==> config.mk <==
export PLATFORM = sky130hd
export DESIGN_NAME = except_ctrl
export DESIGN_NICKNAME = d
export VERILOG_FILES = /design/src/rtl/except_ctrl.sv
export SDC_FILE = /design/constraint.sdc
export NUM_CORES = 1
export LEC_CHECK = 0
export ABC_AREA = 1
export CORE_AREA = 2 2 135 137
export DETAILED_ROUTE_END_ITERATION = 16
export DIE_AREA = 0 0 137 139
export PLACE_DENSITY = 0.8
export REMOVE_ABC_BUFFERS = 1
export SYNTH_ARGS = -nofsm -noshare
export SYNTH_HDL_FRONTEND = slang
export SYNTH_SLANG_ARGS = --single-unit
==> constraint.sdc <==
create_clock -name clk -period 1.8 [get_ports clk]
set_clock_uncertainty 0.15 [all_clocks]
set_input_delay 0.45 -clock clk [delete_from_list [all_inputs] [get_ports clk]]
set_output_delay 0.45 -clock clk [all_outputs]
set_load 0.005 [all_outputs]
==> src/rtl/except_ctrl.sv <==
// -----------------------------------------------------------------------------
// except_ctrl
// MEM-stage exception controller. Picks one exception code per accepted
// instruction by fixed priority, pulses it to CP0 together with a pipeline
// flush and redirect target, then blocks new events for a short drain window.
//
// state  | meaning
// -------+----------------------------------------------------------------
// IDLE   | accepting MEM-stage instructions
// FLUSH  | one-cycle flush pulse, outputs carry the captured exception
// DRAIN  | DRAIN_CYCLES cycles of ignored events while the pipeline refills
//
// Ports
//   clk, rst                 clock, async active-low reset
//   stall_i, inst_valid_i    MEM stage handshake
//   *_i event flags          MEM-stage exception/event flags
//   pc_i, mem_addr_i,
//   is_in_delayslot_i        MEM-stage instruction context
//   cp0_*_i                  current Status / Cause / EPC
//   wb_cp0_*_i               WB-stage CP0 write (bypassed)
//   except_type_o, pc_o,
//   mem_addr_o,
//   is_in_delayslot_o        one-cycle exception report to CP0
//   flush_o, new_pc_o        flush pulse and redirect target
//   busy_o                   controller in FLUSH or DRAIN
// -----------------------------------------------------------------------------
module except_ctrl #(
    parameter logic [31:0] EXC_VECTOR   = 32'hBFC00380,
    parameter int unsigned DRAIN_CYCLES = 2
) (
    input  logic        clk,
    input  logic        rst,
    input  logic        stall_i,
    input  logic        inst_valid_i,
    input  logic        if_adel_i,
    input  logic        ri_i,
    input  logic        ov_i,
    input  logic        trap_i,
    input  logic        syscall_i,
    input  logic        break_i,
    input  logic        eret_i,
    input  logic        ld_adel_i,
    input  logic        st_ades_i,
    input  logic [31:0] pc_i,
    input  logic        is_in_delayslot_i,
    input  logic [31:0] mem_addr_i,
    input  logic [31:0] cp0_status_i,
    input  logic [31:0] cp0_cause_i,
    input  logic [31:0] cp0_epc_i,
    input  logic        wb_cp0_we_i,
    input  logic [4:0]  wb_cp0_waddr_i,
    input  logic [31:0] wb_cp0_data_i,
    output logic [31:0] except_type_o,
    output logic [31:0] pc_o,
    output logic [31:0] mem_addr_o,
    output logic        is_in_delayslot_o,
    output logic        flush_o,
    output logic [31:0] new_pc_o,
    output logic        busy_o
);

    typedef enum logic [1:0] {
        ST_IDLE  = 2'd0,
        ST_FLUSH = 2'd1,
        ST_DRAIN = 2'd2
    } state_t;

    localparam logic [3:0] DRAIN_LOAD = 4'(DRAIN_CYCLES);

    state_t      state_q, state_d;
    logic [3:0]  cnt_q, cnt_d;
    logic        int_pend_q, int_pend_d;
    logic [31:0] except_type_q, except_type_d;
    logic [31:0] pc_q, pc_d;
    logic [31:0] mem_addr_q, mem_addr_d;
    logic        ds_q, ds_d;
    logic        flush_q, flush_d;
    logic [31:0] new_pc_q, new_pc_d;

    logic [31:0] eff_status;
    logic [7:0]  eff_cause_ip;
    logic [31:0] eff_epc;
    logic [7:0]  code;
    logic        accept;
    logic        take;
    logic        unused_bits;

    // WB-stage CP0 writes land after this cycle, so bypass them here to see
    // the values the exception actually has to be judged against.
    always_comb begin
        eff_status   = cp0_status_i;
        eff_cause_ip = cp0_cause_i[15:8];
        eff_epc      = cp0_epc_i;
        if (wb_cp0_we_i) begin
            if (wb_cp0_waddr_i == 5'd12) eff_status        = wb_cp0_data_i;
            if (wb_cp0_waddr_i == 5'd13) eff_cause_ip[1:0] = wb_cp0_data_i[9:8];
            if (wb_cp0_waddr_i == 5'd14) eff_epc           = wb_cp0_data_i;
        end
        int_pend_d = (|(eff_status[15:8] & eff_cause_ip)) & eff_status[0] & ~eff_status[1];
    end

    assign unused_bits = ^{eff_status[31:16], eff_status[7:2],
                           cp0_cause_i[31:16], cp0_cause_i[7:0]};

    always_comb begin
        if      (int_pend_q) code = 8'h01;
        else if (if_adel_i)  code = 8'h0f;
        else if (ri_i)       code = 8'h0a;
        else if (ov_i)       code = 8'h0c;
        else if (trap_i)     code = 8'h0d;
        else if (syscall_i)  code = 8'h08;
        else if (break_i)    code = 8'h09;
        else if (eret_i)     code = 8'h0e;
        else if (ld_adel_i)  code = 8'h04;
        else if (st_ades_i)  code = 8'h05;
        else                 code = 8'h00;
    end

    assign accept = (state_q == ST_IDLE) & inst_valid_i & ~stall_i;
    assign take   = accept & (code != 8'h00);

    // State register and datapath flops
    always_ff @(posedge clk or negedge rst) begin
        if (!rst) begin
            state_q       <= ST_IDLE;
            cnt_q         <= 4'd0;
            int_pend_q    <= 1'b0;
            except_type_q <= 32'd0;
            pc_q          <= 32'd0;
            mem_addr_q    <= 32'd0;
            ds_q          <= 1'b0;
            flush_q       <= 1'b0;
            new_pc_q      <= 32'd0;
        end else begin
            state_q       <= state_d;
            cnt_q         <= cnt_d;
            int_pend_q    <= int_pend_d;
            except_type_q <= except_type_d;
            pc_q          <= pc_d;
            mem_addr_q    <= mem_addr_d;
            ds_q          <= ds_d;
            flush_q       <= flush_d;
            new_pc_q      <= new_pc_d;
        end
    end

    // Next-state logic
    always_comb begin
        state_d = state_q;
        cnt_d   = cnt_q;
        unique case (state_q)
            ST_IDLE: begin
                if (take) state_d = ST_FLUSH;
            end
            ST_FLUSH: begin
                state_d = ST_DRAIN;
                cnt_d   = DRAIN_LOAD;
            end
            ST_DRAIN: begin
                // Terminal count at 1 so DRAIN lasts exactly DRAIN_LOAD cycles.
                if (cnt_q <= 4'd1) begin
                    state_d = ST_IDLE;
                    cnt_d   = 4'd0;
                end else begin
                    cnt_d = cnt_q - 4'd1;
                end
            end
            default: begin
                state_d = ST_IDLE;
                cnt_d   = 4'd0;
            end
        endcase
    end

    // Output logic: report registers are loaded only on a taken exception,
    // so every report output is zero outside the one-cycle pulse.
    always_comb begin
        except_type_d = 32'd0;
        pc_d          = 32'd0;
        mem_addr_d    = 32'd0;
        ds_d          = 1'b0;
        flush_d       = 1'b0;
        new_pc_d      = 32'd0;
        if (take) begin
            except_type_d = {24'd0, code};
            pc_d          = pc_i;
            mem_addr_d    = mem_addr_i;
            ds_d          = is_in_delayslot_i;
            flush_d       = 1'b1;
            new_pc_d      = (code == 8'h0e) ? eff_epc : EXC_VECTOR;
        end
    end

    assign except_type_o     = except_type_q;
    assign pc_o              = pc_q;
    assign mem_addr_o        = mem_addr_q;
    assign is_in_delayslot_o = ds_q;
    assign flush_o           = flush_q;
    assign new_pc_o          = new_pc_q;
    assign busy_o            = (state_q != ST_IDLE);

endmodule

==> results.tsv, run 1 <==
stage	metric	value	unit
outcome	status	completed	
cts	worst-skew pair later-pin latency	340	ps
hold_path	hold depth	1	
routing	WL final	15400	µm
sta	minimum clock period	1770	ps
cts	CTS HTree Levels	3	
sta	RSZ-0062 raised after global routing	true	
routing	Via density	4.08	
logic_synthesis	#FFs+latches synth	109	
worst_setup_path	Critical Path Max Stage Delay	500	ps
sta	Max Slew Vio Count	0	
pwr	total power	7.30	mW
cts	CTS buffer count	9	
cts	CTS Buffer Depth	2	
pwr	Cell Pwr Density	823	nW/µm²
worst_setup_path	Buf/Inv on CP	1	
sta	hold_ws	411	ps
logic_synthesis	Synth Flop Type	dfrtp_1	
routing	drc violations	0	
sta	Tcrit/Tclk final	98.6	%
worst_setup_path	critical path arrival	1170	ps
cts	clock sink count	109	
cells_and_area	P&R area growth vs syn	80.3	%
sta	setup TNS	0	ps
logic_synthesis	largest cells by area after synthesis	dfrtp_1, inv_1, nor2_1, buf_4, nor2_4	
logic_synthesis	synthesized instance count	522	
worst_setup_path	critical setup path kind	reg2out	
worst_setup_path	R2R cell count	9	
pwr	P_leak	5.28	nW
die	I/O pin count	343	
pwr	worst vdd ir	0.603	mV
logic_synthesis	Synth Warn #	0	
logic_synthesis	synthesized area per cell	9.42	µm²
die	Site Rows	49	
global_routing	Total GRT Usage	15.5	%
routing	vias	4368	
worst_setup_path	critical path endpoint category	output pin	
placed_design	Port Buf Inserts	268	
logic_synthesis	Commonest cells post-synth	inv_1, dfrtp_1, nor2_1	
hold_path	hold path start	cnt_q[0]	
cells_and_area	Final Core Density	50.2	%
worst_setup_path	RR Endpoint	new_pc_o[5]	
worst_setup_path	r2r setup slk	30	ps
cells_and_area	antenna cells	0	
logic_synthesis	most numerous cell in the Yosys netlist	inv_1	
placed_design	Placer Congestion	0.828	
sta	Hold Vio Cnt, Final	0	
worst_setup_path	Startpoint Class	register	
worst_setup_path	critical path fanouts, max	1	
run	Max Cap Viol	0	
sta	Final Setup Violations	0	
hold_path	Worst Hold Class	reg2reg	
logic_synthesis	Mapped Area	4920	µm²
routing	drt pass-1 iters	4	
die	initial core utilization	27.8	%
worst_setup_path	Worst Path Required	1200	ps
cts	clock-pin slew on the worst setup and hold paths	70	ps
routing	initial drt markers	101	
cts	CTS tree	done	
logic_synthesis	post-synth top area cell	dfrtp_1	
die	Die ar.	19000	µm²
sta	fmax	0.564	GHz
die	Core Area	17700	µm²
global_routing	initial antenna violation count	0	
logic_synthesis	share of the synthesized area in the top cell type	55.5	%
cells_and_area	layout net count	1054	
global_routing	largest net degree at the start of global routing	72	
logic_synthesis	Seq/Total Area, Yosys	55.5	%
routing	WL per Instance	14.4	µm
global_routing	GRT overflow	0	
hold_path	WHS Endpoint	cnt_q[0]	
logic_synthesis	Synth cell types	29	
global_routing	first-pass GRT wire length	22700	µm
logic_synthesis	Async SR Flop Fraction	100	%
cts	root buffer cell	clkbuf_16	
die	Die Wd	137	µm
worst_setup_path	Crit-path slowest cell	clkdlybuf4s50_1	
worst_setup_path	Crit. Startpoint	flush_o	
cells_and_area	share of post-route cells with drive strength above 1	18.1	%
placed_design	Final HPWL DP	11300	µm
worst_setup_path	Reg-to-Reg Start	state_q[0]	
die	chip height	139	µm
worst_setup_path	CP Depth	1	
logic_synthesis	Post-synth EDFFs	0	
cells_and_area	fill count	1581	
routing	antenna viol nets, final	0	
worst_setup_path	CP top delay family	buffers and inverters	
global_routing	vias in the first global route	4525	
worst_setup_path	CP Cell Sequence	clkdlybuf4s50_1	
-- how the worst max path moves through the flow --
| stage | slack, ps | to |
|---|---|---|
| 6_report | 30 | flush_o |
| 3_3_place_gp | -480 | new_pc_o[29] |
| 4_1_cts | -50 | busy_o |
| 5_1_grt | -50 | new_pc_o[20] |
| 3_5_place_dp | -520 | mem_addr_o[8] |
| 2_1_floorplan | -2960 | new_pc_o[22] |
-- per-layer routing --
| layer | global-route usage (%) | up-vias | wire length [µm] | part of all wire (%) |
|---|---|---|---|---|
| li1 | - | 2113 | - | - |
| met1 | 17.0 | 2023 | 5690 | 37 |
| met2 | 27.2 | 203 | 7950 | 52 |
| met3 | 4.82 | 29 | 1290 | 8.4 |
| met4 | 6.89 | 0 | 495 | 3.2 |
| met5 | 0 | - | 0 | 0 |
-- cells by family (layout without fill, tap and decap cells) --
family	Yosys count	count (layout)	synth area share, %
flip-flops	109	109	55.5
multiplexers	20	20	4.07
AO/OA/AOI/OAI	38	38	4.07
adder cells (fa/ha/maj)	6	6	1.53
other	1	28	0.0763
buffers and inverters	164	456	15.7
XOR/XNOR	1	1	0.178
AND/OR/NAND/NOR	183	183	18.9
-- stage by stage --
stage               instances  area (µm²)  setup WS (ps)
floorplan                 504        4690          -2960
global placement         1037        8020           -482
detailed placement       1037        8020           -522
CTS                      1064        8470          -45.7
global route             1070        8870          -51.1
finish                   1070        8870           25.6
-- repair_timing --
action / CTS / global route
hold endpoints to repair: 54 / 0
pin swaps: 15 / 11
buffers inserted: 10 / 2
hold buffers: 1 / 0
gates resized for setup: 92 / 95
setup endpoints to repair: 135 / 146
gates cloned: 2 / 4
-- sequential cells by signal, indices dropped and copies added (netlist names) --
name	flops
mem_addr_o	32
new_pc_o	32
pc_o	32
cnt_q	4
except_type_o	4
state_q	2
flush_o	1
int_pend_q	1
is_in_delayslot_o	1
-- cell type report --
type                       count  area (µm²)  area share (%)
tap                          229         287            3.23
multi-input combinational    276        1750            19.8
sequential                   109        2730            30.8
inverter                     119         459            5.18
timing repair buffer         321        3340            37.7
clock inverter                 6        71.3           0.804
clock buffer                  10         229            2.58
-- placed cells by master, fill, tap and decap left out, types with 2 or more instances in the layout --
| cell | n |
|---|---|
| dfrtp_1 | 109 |
| nor2_2 | 22 |
| nor3_1 | 3 |
| clkbuf_16 | 12 |
| nand2_2 | 5 |
| ha_1 | 5 |
| a21oi_1 | 11 |
| nand3_2 | 2 |
| dlymetal6s2s_1 | 46 |
| nand3_1 | 12 |
| buf_16 | 3 |
| nand3b_1 | 2 |
| buf_6 | 3 |
| inv_2 | 3 |
| mux2i_2 | 2 |
| o21ai_2 | 3 |
| o21ai_0 | 6 |
| dlygate4sd2_1 | 61 |
| o21ai_1 | 8 |
| conb_1 | 28 |
| nor2_4 | 31 |
| nand4_1 | 2 |
| nand2_1 | 35 |
| buf_12 | 7 |
| inv_1 | 115 |
| buf_8 | 2 |
| clkinv_4 | 2 |
| nand2_4 | 3 |
| mux2i_1 | 17 |
| clkdlybuf4s50_1 | 159 |
| a21oi_2 | 5 |
| buf_4 | 35 |
| o211ai_1 | 2 |
| nor2_1 | 63 |
-- report_power, final --
group | switching (mW) | total (mW) | internal [mW]
registers | 0.100 | 2.88 | 2.78
clock network | 0.939 | 2.03 | 1.09
logic | 1.11 | 2.39 | 1.29
total | 2.15 | 7.30 | 5.15
Note: power is estimated with default switching activity, not from simulation.
==> run 2, diff against run 1 <==
--- a/config.mk
+++ b/config.mk
@@ -9,6 +9,7 @@
 export CORE_AREA = 2 2 135 137
 export DETAILED_ROUTE_END_ITERATION = 16
 export DIE_AREA = 0 0 137 139
+export MAX_ROUTING_LAYER = met4
 export PLACE_DENSITY = 0.8
 export REMOVE_ABC_BUFFERS = 1
 export SYNTH_ARGS = -nofsm -noshare
==> results.tsv, run 2 (synthesized netlist as in run 1, its figures left out) <==
stage	metric	value	unit	change
cts	CTS Buffer Depth	2		unchanged
routing	drc violations	0		unchanged
die	I/O pin count	343		unchanged
sta	Final Setup Violations	3		+3
cts	CTS tree	done		
routing	Via density	4.12		+0.83%
global_routing	initial antenna violation count	0		unchanged
cells_and_area	antenna cells	0		unchanged
pwr	worst vdd ir	0.610	mV	+1.1%
cts	clock-pin slew on the worst setup and hold paths	70	ps	about the same
cts	CTS buffer count	9		unchanged
sta	Hold Vio Cnt, Final	0		unchanged
pwr	switching share of power	29.8	%	+0.37 points
worst_setup_path	Critical Path Max Stage Delay	400	ps	-100 ps
sta	final worst slack	-7.73	ps	-33.3 ps
outcome	status	finished with violations		
placed_design	Final HPWL DP	11300	µm	unchanged
worst_setup_path	critical path endpoint category	register		
worst_setup_path	critical path fanouts, max	5		+4
die	Core Area	17700	µm²	unchanged
cells_and_area	layout net count	1060		+0.57%
worst_setup_path	Worst Path Required	1930	ps	+730 ps
pwr	Reg power frac	37.9	%	-1.5 points
worst_setup_path	Startpoint Class	register		
sta	Max Slew Vio Count	0		unchanged
worst_setup_path	Crit path top cell by count	nand3_4		
cells_and_area	share of post-route cells with drive strength above 1	18.9	%	+0.82 points
sta	fmax	0.553	GHz	-1.8%
die	initial core utilization	27.8	%	unchanged
cells_and_area	commonest cells after routing, fill and taps aside	clkdlybuf4s50_1, inv_1, dfrtp_1, nor2_1, dlygate4sd2_1		
pwr	total power	7.59	mW	+3.9%
routing	initial drt markers	112		+11%
placed_design	placed cells	1037		unchanged
die	Site Rows	49		unchanged
cts	clock sink count	109		unchanged
routing	antenna viol nets, final	0		unchanged
sta	minimum clock period	1810	ps	+33.3 ps
worst_setup_path	CP Cell Sequence	inv_2 > ha_4 > nand2_4 > nor2_4 > nand3_4 > nand2_8 > nand3_4 > clkbuf_16 > nor2_2		
cells_and_area	Final Non-Filler Cells	1076		+0.56%
pwr	clock share of power	26.9	%	-0.9 points
pwr	P_leak	5.36	nW	+1.5%
routing	WL final	16000	µm	+3.7%
cells_and_area	fill count	1566		-0.95%
worst_setup_path	critical path arrival	1930	ps	+760 ps
die	chip height	139	µm	unchanged
cells_and_area	most common cell after layout, fill and taps aside	clkdlybuf4s50_1		
routing	WL per Instance	14.9	µm	+3.2%
worst_setup_path	critical setup path kind	reg2reg		
pwr	logic gate share of total power	35.1	%	+2.3 points
placed_design	Port Buf Inserts	268		unchanged
global_routing	GRT overflow	0		unchanged
pwr	P_sw	2.26	mW	+5.2%
pwr	Cell Pwr Density	840	nW/µm²	+2.0%
routing	drt pass-1 iters	4		unchanged
sta	hold_ws	411	ps	-0.0960 ps
die	Die ar.	19000	µm²	unchanged
global_routing	largest net degree at the start of global routing	72		unchanged
global_routing	vias in the first global route	4539		+0.31%
sta	RSZ-0062 raised after global routing	true		
cts	root buffer cell	clkbuf_16		
cells_and_area	P&R area growth vs syn	83.6	%	
sta	Tcrit/Tclk final	100	%	+1.9 points
routing	vias	4429		+1.4%
placed_design	Placer Congestion	0.841		+1.5%
pwr	internal power	5.33	mW	+3.4%
cts	worst-skew pair later-pin latency	340	ps	about the same
cts	CTS HTree Levels	3		unchanged
global_routing	Total GRT Usage	16.0	%	+0.45 points
run	Max Cap Viol	0		unchanged
outcome	violated checks	negative setup slack		
hold_path	Worst Hold Class	reg2reg		
placed_design	Placement Setup Slack	-522	ps	unchanged
die	Die Wd	137	µm	unchanged
global_routing	first-pass GRT wire length	22700	µm	-0.27%
worst_setup_path	Crit-path slowest cell	dfrtp_1		
==> run 2: area by class of cell <==
| class | instances | area [µm²] | area share (%) |
|---|---|---|---|
| Clock buffer | 10 | 229 | 2.54 |
| Multi-Input combinational cell | 276 | 1780 | 19.7 |
| Inverter | 119 | 459 | 5.09 |
| Clock inverter | 6 | 71.3 | 0.790 |
| Timing Repair inverter | 1 | 11.3 | 0.125 |
| Sequential cell | 109 | 2730 | 30.2 |
| Tap cell | 229 | 287 | 3.17 |
| Timing Repair Buffer | 326 | 3470 | 38.4 |
==> run 2: metal layers <==
metal  global-route usage [%]  part of all wire (%)  vias up
met3                     3.69                   7.3       27
met5                        -                     0        -
li1                         -                     -     2127
met1                     17.6                    38     2078
met4                     6.89                   2.7        0
met2                     27.3                    52      197
==> run 2: final timing paths <==
kind | from | endpoint | slack [ps] | cells past startpoint
max | state_q[0] | new_pc_o[19] | -8 | 9
min | cnt_q[0] | cnt_q[0] | 410 | 1
max reg2reg | state_q[0] | new_pc_o[19] | -8 | 9
min reg2reg | cnt_q[0] | cnt_q[0] | 410 | 1
max in group asynchronous | rst | pc_o[3] | 640 | 3
min in group asynchronous | rst | new_pc_o[24] | 480 | 3
==> run 2: power by group through the flow <==
stage	Sequential [mW]	Clock, mW	Combinational (mW)
finish	2.88	2.04	2.67
floorplan	2.97	0	0.764
global placement	2.92	0	2.19
global route	2.91	2.21	2.88
detailed placement	2.94	0	2.24
CTS	2.89	2.11	2.32
==> run 2: repair_timing <==
action | 4_1_cts | 5_1_grt
pin swaps | 15 | 12
hold buffers | 1 | 0
setup buffers | 10 | 2
resized for setup | 92 | 103
hold endpoints to repair | 54 | 0
endpoints found under the setup margin | 135 | 146
cloned | 2 | 11
==> run 2: critical path, delay by kind of cell, from the launching register on <==
| family | cells | cell delay (ps) |
|---|---|---|
| and+or+nand+nor | 6 | 720 |
| adders and majority gates | 1 | 170 |
| DFF | 1 | 400 |
| buffers and inverters | 2 | 280 |
==> run 2: stage by stage <==
stage / utilization [%] / setup TNS (ps) / area [µm²]
final: 51.1 / -14.3 / 9030
after global routing: 51.1 / -989 / 9030
after CTS: 48.0 / -45.7 / 8470
after detailed placement: 45.4 / -44870 / 8020
after global placement: 45.4 / -39680 / 8020
after floorplan: - / -132300 / 4690
